## src/rtl/hamming_frame_serializer.sv

```systemverilog
// -----------------------------------------------------------------------------
// hamming_frame_serializer
//
// Takes one 12-bit Hamming codeword per valid/ready handshake and sends it on a
// serial baseband line as a 14-bit frame. The frame is a start bit (0), then
// cw[11] down to cw[0], then a stop bit (1). Each bit lasts CLKS_PER_BIT clocks.
// The line idles at mark (1).
//
// Parameters
//   CLKS_PER_BIT : clocks per bit period (>= 1)
//
// Ports
//   clk        in   system clock, rising edge
//   rst_n      in   asynchronous active-low reset
//   cw_in      in   [11:0] codeword; bit 11 is Hamming position 1
//   cw_valid   in   cw_in valid this cycle
//   cw_ready   out  block can accept a codeword (registered, IDLE only)
//   bit_out    out  serial line bit (registered)
//   bit_strobe out  one-cycle pulse in the first cycle of every bit period
//   busy       out  high while a frame is on the line
//   frame_done out  one-cycle pulse in the last cycle of the stop bit
// -----------------------------------------------------------------------------
module hamming_frame_serializer #(
    parameter int CLKS_PER_BIT = 16
) (
    input  logic        clk,
    input  logic        rst_n,
    input  logic [11:0] cw_in,
    input  logic        cw_valid,
    output logic        cw_ready,
    output logic        bit_out,
    output logic        bit_strobe,
    output logic        busy,
    output logic        frame_done
);

    localparam int BW = (CLKS_PER_BIT > 1) ? $clog2(CLKS_PER_BIT) : 1;
    localparam logic [BW-1:0] BAUD_LAST = BW'(CLKS_PER_BIT - 1);

    typedef enum logic [1:0] {
        ST_IDLE  = 2'd0,
        ST_START = 2'd1,
        ST_DATA  = 2'd2,
        ST_STOP  = 2'd3
    } state_t;

    state_t        state_r, state_s;
    logic [BW-1:0] baud_r, baud_s;
    logic [3:0]    idx_r, idx_s;
    logic [11:0]   shreg_r, shreg_s;
    logic          baud_end_s;

    logic          cw_ready_r, cw_ready_s;
    logic          bit_out_r, bit_out_s;
    logic          bit_strobe_r, bit_strobe_s;
    logic          busy_r, busy_s;
    logic          frame_done_r, frame_done_s;

    assign cw_ready   = cw_ready_r;
    assign bit_out    = bit_out_r;
    assign bit_strobe = bit_strobe_r;
    assign busy       = busy_r;
    assign frame_done = frame_done_r;

    // Next-state, counter and shift-register logic.
    always_comb begin
        state_s    = state_r;
        baud_s     = baud_r;
        idx_s      = idx_r;
        shreg_s    = shreg_r;
        baud_end_s = (baud_r == BAUD_LAST);

        case (state_r)
            ST_IDLE: begin
                if (cw_valid && cw_ready_r) begin
                    state_s = ST_START;
                    baud_s  = '0;
                    idx_s   = 4'd0;
                    shreg_s = cw_in;
                end else begin
                    state_s = ST_IDLE;
                end
            end
            ST_START: begin
                if (baud_end_s) begin
                    state_s = ST_DATA;
                    baud_s  = '0;
                    idx_s   = 4'd0;
                end else begin
                    baud_s = baud_r + BW'(1);
                end
            end
            ST_DATA: begin
                if (baud_end_s) begin
                    baud_s = '0;
                    if (idx_r == 4'd11) begin
                        state_s = ST_STOP;
                        idx_s   = 4'd0;
                    end else begin
                        // The next data bit is always presented at shreg[11].
                        idx_s   = idx_r + 4'd1;
                        shreg_s = {shreg_r[10:0], 1'b0};
                    end
                end else begin
                    baud_s = baud_r + BW'(1);
                end
            end
            ST_STOP: begin
                if (baud_end_s) begin
                    state_s = ST_IDLE;
                    baud_s  = '0;
                end else begin
                    baud_s = baud_r + BW'(1);
                end
            end
            default: begin
                state_s = ST_IDLE;
                baud_s  = '0;
                idx_s   = 4'd0;
            end
        endcase
    end

    // Output values for the next cycle, derived from the next state so the
    // registered outputs line up with the state they describe.
    always_comb begin
        bit_out_s = 1'b1;
        case (state_s)
            ST_IDLE:  bit_out_s = 1'b1;
            ST_START: bit_out_s = 1'b0;
            ST_DATA:  bit_out_s = shreg_s[11];
            ST_STOP:  bit_out_s = 1'b1;
            default:  bit_out_s = 1'b1;
        endcase
        busy_s       = (state_s != ST_IDLE);
        cw_ready_s   = (state_s == ST_IDLE);
        bit_strobe_s = busy_s && (baud_s == '0);
        // With one clock per bit this fires on the stop-bit strobe cycle.
        frame_done_s = (state_s == ST_STOP) && (baud_s == BAUD_LAST);
    end

    // State, counters, shift register and registered outputs.
    always_ff @(posedge clk or negedge rst_n) begin
        if (!rst_n) begin
            state_r      <= ST_IDLE;
            baud_r       <= '0;
            idx_r        <= 4'd0;
            shreg_r      <= 12'd0;
            cw_ready_r   <= 1'b0;
            bit_out_r    <= 1'b1;
            bit_strobe_r <= 1'b0;
            busy_r       <= 1'b0;
            frame_done_r <= 1'b0;
        end else begin
            state_r      <= state_s;
            baud_r       <= baud_s;
            idx_r        <= idx_s;
            shreg_r      <= shreg_s;
            cw_ready_r   <= cw_ready_s;
            bit_out_r    <= bit_out_s;
            bit_strobe_r <= bit_strobe_s;
            busy_r       <= busy_s;
            frame_done_r <= frame_done_s;
        end
    end

endmodule

```

## config.mk

```make
export PLATFORM = sky130hd
export DESIGN_NAME = hamming_frame_serializer
export DESIGN_NICKNAME = d
export VERILOG_FILES = /design/src/rtl/hamming_frame_serializer.sv
export SDC_FILE = /design/constraint.sdc
export NUM_CORES = 1
export LEC_CHECK = 0
export ABC_AREA = 1
export CORE_ASPECT_RATIO = 0.9
export CORE_MARGIN = 2
export CORE_UTILIZATION = 40
export DETAILED_ROUTE_END_ITERATION = 10
export PLACE_DENSITY = 0.62
export SYNTH_ARGS = -nofsm -noshare
export SYNTH_HDL_FRONTEND = slang
export SYNTH_SLANG_ARGS = --single-unit
```

## constraint.sdc

```tcl
create_clock -name clk -period 3.8 [get_ports clk]
set_clock_uncertainty 0.1 [all_clocks]
set_input_delay 0.76 -clock clk [delete_from_list [all_inputs] [get_ports clk]]
set_output_delay 0.76 -clock clk [all_outputs]
set_load 0.1 [all_outputs]
```

==> results of run 1 <==
-- routing by layer --
metal  GRT usage (%)  up-vias  part of all wire, %
met4           2.736        0                 0.75
li1                -      521                    -
met1           20.79      475                   49
met3           4.015        2                  3.4
met5               0        -                    0
met2           25.30       13                   46
-- cells by family after synthesis --
| family | count (synthesis) | synth area share [%] |
|---|---|---|
| AO/OA/AOI/OAI | 20 | 11.01 |
| buffers and inverters | 23 | 7.115 |
| adder cells (fa/ha/maj) | 6 | 5.692 |
| AND/OR/NAND/NOR | 70 | 24.19 |
| flip-flops | 27 | 51.33 |
| XOR/XNOR | 1 | 0.6643 |
-- synth_stat cells, drive strengths merged --
library cell  count  share of area, %
a21oi             6               2.3
a22o              1              0.66
a32oi             9               6.0
buf               4               1.7
clkinv            1              0.28
dfrtp            26                49
dfstp             1               2.0
ha                6               5.7
inv              18               5.1
nand2            46                14
nand3             8               3.4
nand4             2              0.95
nor2             11               4.3
nor3              2              0.76
nor3b             1              0.95
o21a              1              0.57
o21ai             2               1.0
o22ai             1              0.47
xor2              1              0.66
-- final cells by class --
| class | instances | area [um^2] |
|---|---|---|
| inverter | 19 | 71.32 |
| fill | 296 | 1518 |
| clock buffer | 4 | 26.28 |
| tap | 42 | 52.55 |
| sequential | 27 | 676.9 |
| multi-input combinational | 97 | 548.0 |
| timing repair buffer | 20 | 197.7 |
-- report_power, final --
| part | internal (mW) | switching, mW | leakage, nW |
|---|---|---|---|
| Sequential | 0.377 | 0.0582 | 0.351 |
| Combinational | 0.157 | 0.349 | 0.399 |
| Clock | 0.0412 | 0.0861 | 0.0150 |
-- worst register-to-register path: stages (launching register included) --
cell     delay, ns
dfrtp_1       0.43
ha_1          0.20
nand2_2       0.09
nor2_4        0.29
inv_2         0.10
nand2_1       0.10
nand4_1       0.17
ha_1          0.28
nor3_1        0.22
nand2_1       0.08
nor2_1        0.09
-- worst max-delay path by stage --
stage,endpoint,slack [ns],cells past startpoint
after global routing,bit_out,0.92,1
after floorplan,bit_strobe,1.74,7
after detailed placement,bit_out,1.33,1
after CTS,bit_out,0.93,1
after global placement,bit_out,1.32,1
final,bit_out,0.95,1
-- flip-flops by register name (all words and copies together) (netlist names) --
register    cells
shreg_r        12
baud_r          4
idx_r           4
state_r         2
bit_out         1
bit_strobe      1
busy            1
cw_ready        1
frame_done      1
-- stage by stage --
stage / area, um^2 / cells / setup slack (ns) / hold WS, ns / power [mW]
after floorplan: 1319 / 147 / 1.740 / 0.3379 / 0.8246
after global placement: 1546 / 205 / 1.319 / 0.3627 / 0.9347
after detailed placement: 1546 / 205 / 1.333 / 0.3655 / 0.9468
after CTS: 1573 / 209 / 0.9332 / 0.4048 / 1.077
after global routing: 1573 / 209 / 0.9158 / 0.4289 / 1.155
final: 1573 / 209 / 0.9490 / 0.4021 / 1.069
==> impl_metrics.py, run 1 <==
metrics = {
    "floorplan": {
        "die_area_um2": 3773,
        "rows": 19,
        "fp.dieH_um": 58.47,
        "coreArea_um2": 3090,
        "start_util_pct": 42.67,
        "ioPinCount": 20,
        "die_x_um": 64.53,
    },
    "route": {
        "wire_per_inst_um": 12.13,
        "drt-pass1-iter-count": 4,
        "vias": 1011,
        "drc_errors": 0,
        "ant_nets": 0,
        "finalWirelength_mm": 2.535,
        "vias_per_cell": 4.837,
        "drt_iter0_drc": 53,
    },
    "critical_path": {
        "rr_worst_depth": 10,
        "r2r_slack_ns": 1.60,
        "reg2reg_to": "bit_strobe",
        "crit_start": "bit_out",
        "r2r_start": "baud_r[0]",
        "crit_arrival_ns": 1.99,
        "endpoint_kind": "output port",
        "path_delay_family": "buffers and inverters",
        "required_ns": 2.94,
        "critPathKind": "reg2out",
        "startpoint_type": "register",
        "crit_fanout": 1,
        "path_cells": "clkdlybuf4s50_1",
        "path_buf_inv": 1,
        "max_stage_delay_ns": 1.12,
        "cp_slowest_cell": "clkdlybuf4s50_1",
    },
    "pwr": {
        "powerDensity_nw_per_um2": 679.7,
        "leakagePower_nw": 0.7646,
        "vdd_drop_max_uv": 440.1,
    },
    "placement": {
        "dpl.hpwl_mm": 1.800,
        "gp_congestion": 0.7942,
        "portBuffers": 19,
    },
    "clock_tree": {
        "cts_num_sinks": 27,
        "numCtsBuffers": 3,
        "h-tree-depth": 1,
        "cts_root_buf": "clkbuf_4",
        "ctsResizeCount": 0,
        "clk_pin_slew_ns": 0.14,
        "cts_tree": "yes",
        "postCtsHoldBufs": 0,
        "clk_latency_ns": 0.33,
        "cts_max_path_buffers": 2,
        "cts_setup_buffers": 0,
    },
    "logic_synthesis": {
        "synth.distinct_cells": 26,
        "syn-num-nets": 168,
        "avgSynthCellArea_um2": 8.971,
        "ys_ff_latch": 27,
        "syn-instance-count": 147,
        "ys_seq_area_share_pct": 51.33,
        "syn_area_um2": 1319,
        "synth-warning-count": 0,
    },
    "timing": {
        "max_freq_ghz": 0.3508,
        "fin_setup_tns_ns": 0,
        "setup_viol": 0,
        "rsz0062_at_grt": "false",
        "period_share_pct": 75.03,
        "drv_slew": 0,
        "max-slew-margin-rel_pct": 35.39,
        "finalHoldViolations": 0,
        "worst_pin_slew_ns": 0.9662,
        "final.min_clock_period_ns": 2.851,
    },
    "final_layout": {
        "final_cell_mix": "42 x nand2_1, 26 x dfrtp_1, 19 x clkdlybuf4s50_1",
        "utilization_pct": 50.89,
        "drive_gt1_share_pct": 11.98,
        "areaGrowthSynthToFinish_pct": 19.26,
        "antenna_cells": 0,
        "nets": 189,
        "final_common_cell": "nand2_1",
    },
    "min_path": {
        "min_to": "shreg_r[9]",
        "hold_path.class": "reg2reg",
        "holdPathStages": 2,
        "hp-start": "shreg_r[9]",
    },
    "grt": {
        "grt_pass1_vias": 1036,
        "grt_max_degree": 28,
        "grt_util_all_layers_pct": 15.32,
        "grt_pass1_wl_mm": 4.560,
        "grt_antenna_before_repair": 0,
        "grt_overflow": 0,
    },
    "flow_run": {
        "maxCapViolCount": 0,
    },
    "outcome": {
        "status": "finished clean",
    },
}
Note: power is estimated with default switching activity, not from simulation.
==> run 2: changes to the inputs <==
--- a/config.mk
+++ b/config.mk
@@ -10,7 +10,7 @@
 export CORE_MARGIN = 2
 export CORE_UTILIZATION = 40
 export DETAILED_ROUTE_END_ITERATION = 10
-export PLACE_DENSITY = 0.62
+export PLACE_DENSITY = 0.64
 export SYNTH_ARGS = -nofsm -noshare
 export SYNTH_HDL_FRONTEND = slang
 export SYNTH_SLANG_ARGS = --single-unit
==> constraint.sdc (replaced) <==
create_clock -name clk -period 2.4 [get_ports clk]
set_clock_uncertainty 0.1 [all_clocks]
set_input_delay 0.48 -clock clk [delete_from_list [all_inputs] [get_ports clk]]
set_output_delay 0.48 -clock clk [all_outputs]
set_load 0.1 [all_outputs]
==> run 2 against run 1 <==
Clock power increased by 61%. Die area unchanged. Power increased by 59%. Register-to-register slack got worse by 1.2 ns. Count of clock-buffer cells in the layout decreased by 1. Critical path depth increased by 9. Largest power group unchanged. Highest routed layer unchanged.
==> impl_metrics.py, run 2 (synthesized netlist as in run 1, its figures left out) <==
metrics = {
    "outcome": {
        "status": "finished clean",
    },
    "route": {
        "ant_nets": 0,
        "drt_iter0_drc": 67,
        "drt-pass1-iter-count": 4,
        "vias_per_cell": 4.848,
        "wire_per_inst_um": 12.50,
        "drc_errors": 0,
        "finalWirelength_mm": 2.625,
        "vias": 1018,
    },
    "grt": {
        "grt_pass1_vias": 1037,
        "grt.busiest_layer": "met2",
        "grt_pass1_wl_mm": 4.650,
        "use_met2_pct": 24.40,
        "grt_util_all_layers_pct": 15.55,
        "grt_antenna_before_repair": 0,
        "use_met1_pct": 22.79,
        "grt_overflow": 0,
        "grt_max_degree": 28,
        "grtUsageMet3_pct": 1.912,
    },
    "critical_path": {
        "required_ns": 2.53,
        "crit_arrival_ns": 2.08,
        "path_buf_inv": 2,
        "rr_worst_depth": 10,
        "cp_slowest_cell": "dfrtp_1",
        "cp_common_cell": "ha_1",
        "r2r_start": "baud_r[0]",
        "path_cells": "ha_1 -> nand2_2 -> nor2_4 -> inv_2 -> nor2_2 -> xor2_1 -> inv_1 -> ha_1 -> nand3_1 -> nor3b_2",
        "critPathKind": "reg2reg",
        "endpoint_kind": "register",
        "path_delay_family": "flip-flops",
        "critical_path_depth": 10,
        "max_stage_delay_ns": 0.44,
        "startpoint_type": "register",
        "crit_start": "baud_r[0]",
        "crit_fanout": 5,
    },
    "timing": {
        "hold_ws_ns": 0.3971,
        "finalHoldViolations": 0,
        "rsz0062_at_grt": "false",
        "max_freq_ghz": 0.5127,
        "worst_pin_slew_ns": 0.3901,
        "setup_viol": 0,
        "drv_slew": 0,
        "max-slew-margin-rel_pct": 73.93,
        "final.min_clock_period_ns": 1.951,
        "fin_setup_tns_ns": 0,
        "period_share_pct": 81.27,
    },
    "clock_tree": {
        "ctsResizeCount": 0,
        "postCtsHoldBufs": 0,
        "cts_setup_buffers": 0,
        "cts_max_path_buffers": 2,
        "numCtsBuffers": 3,
        "h-tree-depth": 1,
        "clk_pin_slew_ns": 0.15,
        "cts_num_sinks": 27,
        "clk_latency_ns": 0.33,
        "cts_tree": "yes",
        "cts_root_buf": "clkbuf_4",
    },
    "pwr": {
        "swShare_pct": 46.77,
        "vdd_drop_max_uv": 738.9,
        "leakagePower_nw": 0.7763,
        "combPwrFrac_pct": 47.0,
        "pwr-share-clk_pct": 12.1,
        "p_switching_mw": 0.7928,
        "powerDensity_nw_per_um2": 1079,
        "seqPwrFrac_pct": 40.9,
        "intPower_mw": 0.9024,
    },
    "floorplan": {
        "die_x_um": 64.53,
        "coreArea_um2": 3090,
        "start_util_pct": 42.67,
        "fp.dieH_um": 58.47,
        "rows": 19,
        "ioPinCount": 20,
        "die_area_um2": 3773,
    },
    "placement": {
        "gp_congestion": 0.7398,
        "dpl_cell_area_um2": 1541,
        "place_inst": 206,
        "dpl.hpwl_mm": 1.883,
        "portBuffers": 19,
    },
    "final_layout": {
        "areaGrowthSynthToFinish_pct": 19.17,
        "largest_register_ffs": 12,
        "top_register": "shreg_r",
        "final_common_cell": "nand2_1",
        "utilization_pct": 50.85,
        "final_cell_area_um2": 1572,
        "multiInputGateArea_um2": 548.0,
        "reg_top3": "shreg_r x12, baud_r x4, idx_r x4",
        "final_cell_mix": "42 x nand2_1, 26 x dfrtp_1, 14 x inv_1, 14 x clkdlybuf4s50_1, 9 x a32oi_1",
        "nFillCells": 291,
        "antenna_cells": 0,
        "seqCellArea_um2": 676.9,
        "drive_gt1_share_pct": 16.07,
        "nets": 190,
        "finalNonFillerCells": 210,
    },
    "flow_run": {
        "maxCapViolCount": 0,
    },
    "min_path": {
        "hold_path.class": "in2async",
    },
}
==> run 2: cell count changes in the layout (fill, tap and decap cells not counted) <==
cell             previous run  this run
clkdlybuf4s50_1            19        14
clkinvlp_4                  0         1
buf_4                       1         7
clkbuf_1                    1         0
==> run 2: layout make-up <==
class | instances | share of cell area (%)
Multi-Input combinational cell | 97 | 34.87
Sequential cell | 27 | 43.07
Tap cell | 42 | 3.344
Timing Repair Buffer | 21 | 12.26
Clock buffer | 3 | 1.433
Clock inverter | 1 | 0.4777
Inverter | 19 | 4.538
==> run 2: layer usage <==
metal  wire length [um]  vias to the layer above
met5                  0                        -
met4                 19                        0
met3                 93                        2
met2               1207                       17
met1               1306                      482
li1                   -                      517
==> run 2: worst paths after layout <==
kind / end / slack (ns)
hold reg to reg: shreg_r[11] / 0.40
hold / removal: shreg_r[10] / 0.40
max in group asynchronous: bit_out / 1.51
min in group clk: shreg_r[11] / 0.40
setup reg to reg: frame_done / 0.45
setup / recovery: frame_done / 0.45
==> run 2: power by group through the flow <==
stage	Combinational, mW	Clock [mW]	Sequential, mW
after floorplan	0.463	0	0.842
after global placement	0.780	0	0.697
after detailed placement	0.804	0	0.700
after CTS	0.806	0.214	0.691
after global routing	0.890	0.234	0.713
final	0.797	0.205	0.693
==> run 2: through the flow <==
stage               power [mW]  worst slack, ns
finish                   1.695           0.4494
global route             1.838           0.3178
CTS                      1.711           0.4539
detailed placement       1.504           0.2710
global placement         1.477           0.3527
floorplan                1.306           0.3397
==> run 3: changes to the inputs <==
--- a/config.mk
+++ b/config.mk
@@ -10,7 +10,7 @@
 export CORE_MARGIN = 2
 export CORE_UTILIZATION = 40
 export DETAILED_ROUTE_END_ITERATION = 10
-export PLACE_DENSITY = 0.64
+export PLACE_DENSITY = 0.62
 export SYNTH_ARGS = -nofsm -noshare
 export SYNTH_HDL_FRONTEND = slang
 export SYNTH_SLANG_ARGS = --single-unit
==> constraint.sdc (replaced) <==
create_clock -name clk -period 2 [get_ports clk]
set_clock_uncertainty 0.1 [all_clocks]
set_input_delay 0.4 -clock clk [delete_from_list [all_inputs] [get_ports clk]]
set_output_delay 0.4 -clock clk [all_outputs]
set_load 0.1 [all_outputs]
==> run 3 against run 2 <==
Design area rose by 6.8%. Non-clock buffer count rose by 8. Cell count rose by 3.8%. Worst setup slack got worse by 0.31 ns. Clock power rose by 11%. Die area did not move. Highest routed layer unchanged. First-iteration DRC count rose by 18%.
==> impl_metrics.py, run 3 (synthesized netlist as in run 1, its figures left out) <==
metrics = {
    "outcome": {
        "status": "finished clean",
    },
    "final_layout": {
        "final_common_cell": "nand2_1",
        "areaGrowthSynthToFinish_pct": 27.23,
        "nFillCells": 274,
        "antenna_cells": 0,
        "top_register": "shreg_r",
        "drive_gt1_share_pct": 22.16,
        "utilization_pct": 54.29,
        "largest_register_ffs": 12,
        "final_cell_area_um2": 1678,
        "final_cell_mix": "42 x nand2_1, 25 x dfrtp_1, 14 x clkdlybuf4s50_1",
        "reg_top3": "shreg_r x12, baud_r x4, idx_r x4",
        "nets": 198,
    },
    "floorplan": {
        "coreArea_um2": 3090,
        "die_x_um": 64.53,
        "die_area_um2": 3773,
        "ioPinCount": 20,
        "rows": 19,
        "start_util_pct": 42.67,
        "fp.dieH_um": 58.47,
    },
    "grt": {
        "grt_pass1_wl_mm": 4.485,
        "grt_antenna_before_repair": 0,
        "grtUsageMet3_pct": 4.589,
        "grt_max_degree": 16,
        "grt.busiest_layer": "met2",
        "grt_overflow": 0,
        "grt_util_all_layers_pct": 15.31,
        "grt_pass1_vias": 991,
        "use_met1_pct": 22.15,
        "use_met2_pct": 23.21,
    },
    "clock_tree": {
        "numCtsBuffers": 3,
        "cts_tree": "yes",
        "cts_root_buf": "clkbuf_4",
        "h-tree-depth": 1,
        "cts_max_path_buffers": 2,
        "clk_latency_ns": 0.32,
        "clk_pin_slew_ns": 0.14,
        "cts_num_sinks": 27,
    },
    "route": {
        "vias": 1084,
        "ant_nets": 0,
        "drt-pass1-iter-count": 4,
        "finalWirelength_mm": 2.695,
        "drc_errors": 0,
        "drt_iter0_drc": 79,
        "wire_per_inst_um": 12.36,
        "vias_per_cell": 4.972,
    },
    "pwr": {
        "vdd_drop_max_uv": 905.7,
        "powerDensity_nw_per_um2": 1310,
        "leakagePower_nw": 0.8255,
    },
    "placement": {
        "dpl.hpwl_mm": 2.008,
        "dpl_cell_area_um2": 1610,
        "portBuffers": 19,
        "gp_congestion": 0.8026,
    },
    "timing": {
        "period_share_pct": 93.27,
        "max_freq_ghz": 0.5361,
        "max-slew-margin-rel_pct": 74.43,
        "setup_viol": 0,
        "hold_ws_ns": 0.2416,
        "drv_slew": 0,
        "final.min_clock_period_ns": 1.865,
        "finalHoldViolations": 0,
        "worst_pin_slew_ns": 0.3823,
    },
    "critical_path": {
        "rr_worst_depth": 11,
        "startpoint_type": "register",
        "crit_arrival_ns": 2.03,
        "critPathKind": "reg2reg",
        "required_ns": 2.17,
        "r2r_slack_ns": 0.13,
        "crit_fanout": 3,
        "endpoint_kind": "register",
    },
    "flow_run": {
        "maxCapViolCount": 0,
    },
    "min_path": {
        "hold_path.class": "in2async",
    },
}
run 3: path summary, 6_finish.rpt:
| check | start | endpoint |
|---|---|---|
| min | rst_n | busy |
| max | baud_r[0] | bit_strobe |
| min in group clk | shreg_r[10] | shreg_r[10] |
| max in group asynchronous | rst_n | idx_r[0] |
| max reg2reg | baud_r[0] | bit_strobe |
| min reg2reg | shreg_r[10] | shreg_r[10] |
run 3: layout make-up:
class / count / area (um^2) / share of cell area, %
clock inverter: 1 / 5.005 / 0.2983
timing repair buffer: 29 / 290.3 / 17.30
sequential: 27 / 678.2 / 40.42
multi-input combinational: 97 / 558.0 / 33.26
inverter: 19 / 71.32 / 4.251
clock buffer: 3 / 22.52 / 1.342
tap: 42 / 52.55 / 3.132
run 3: critical path, cell delays in order, from the launching register on:
cell	delay, ns
dfrtp_1	0.41
ha_1	0.23
nand2_2	0.10
nor2_4	0.04
inv_2	0.07
nor2_2	0.05
inv_1	0.05
nand4_1	0.16
ha_2	0.25
nor3_1	0.18
nand2_1	0.08
nor2_1	0.08
run 3: report_power, final:
part           switching [mW]  internal [mW]
registers               0.111          0.719
clock network           0.152         0.0749
logic                   0.720          0.421
run 3: per-stage QoR:
stage                     setup slack, ns  power, mW   TNS, ns  std cells
after global placement            0.09550      1.862         0        210
after floorplan                    0.2294      1.568         0        147
after CTS                         0.03619      2.126         0        214
after global routing             -0.01054      2.373  -0.01261        218
final                              0.1346      2.198         0        218
after detailed placement          0.04354      1.890         0        210
run 3: what timing repair did:
item	4_1_cts	5_1_grt
setup buffers	0	4
endpoints found under the setup margin	0	3
hold buffers	0	0
resized for setup	0	3
run 3: metal layers:
layer | up-vias | wire length (um)
met4 | 0 | 17
li1 | 539 | -
met2 | 28 | 1278
met1 | 515 | 1251
met3 | 2 | 148
met5 | - | 0
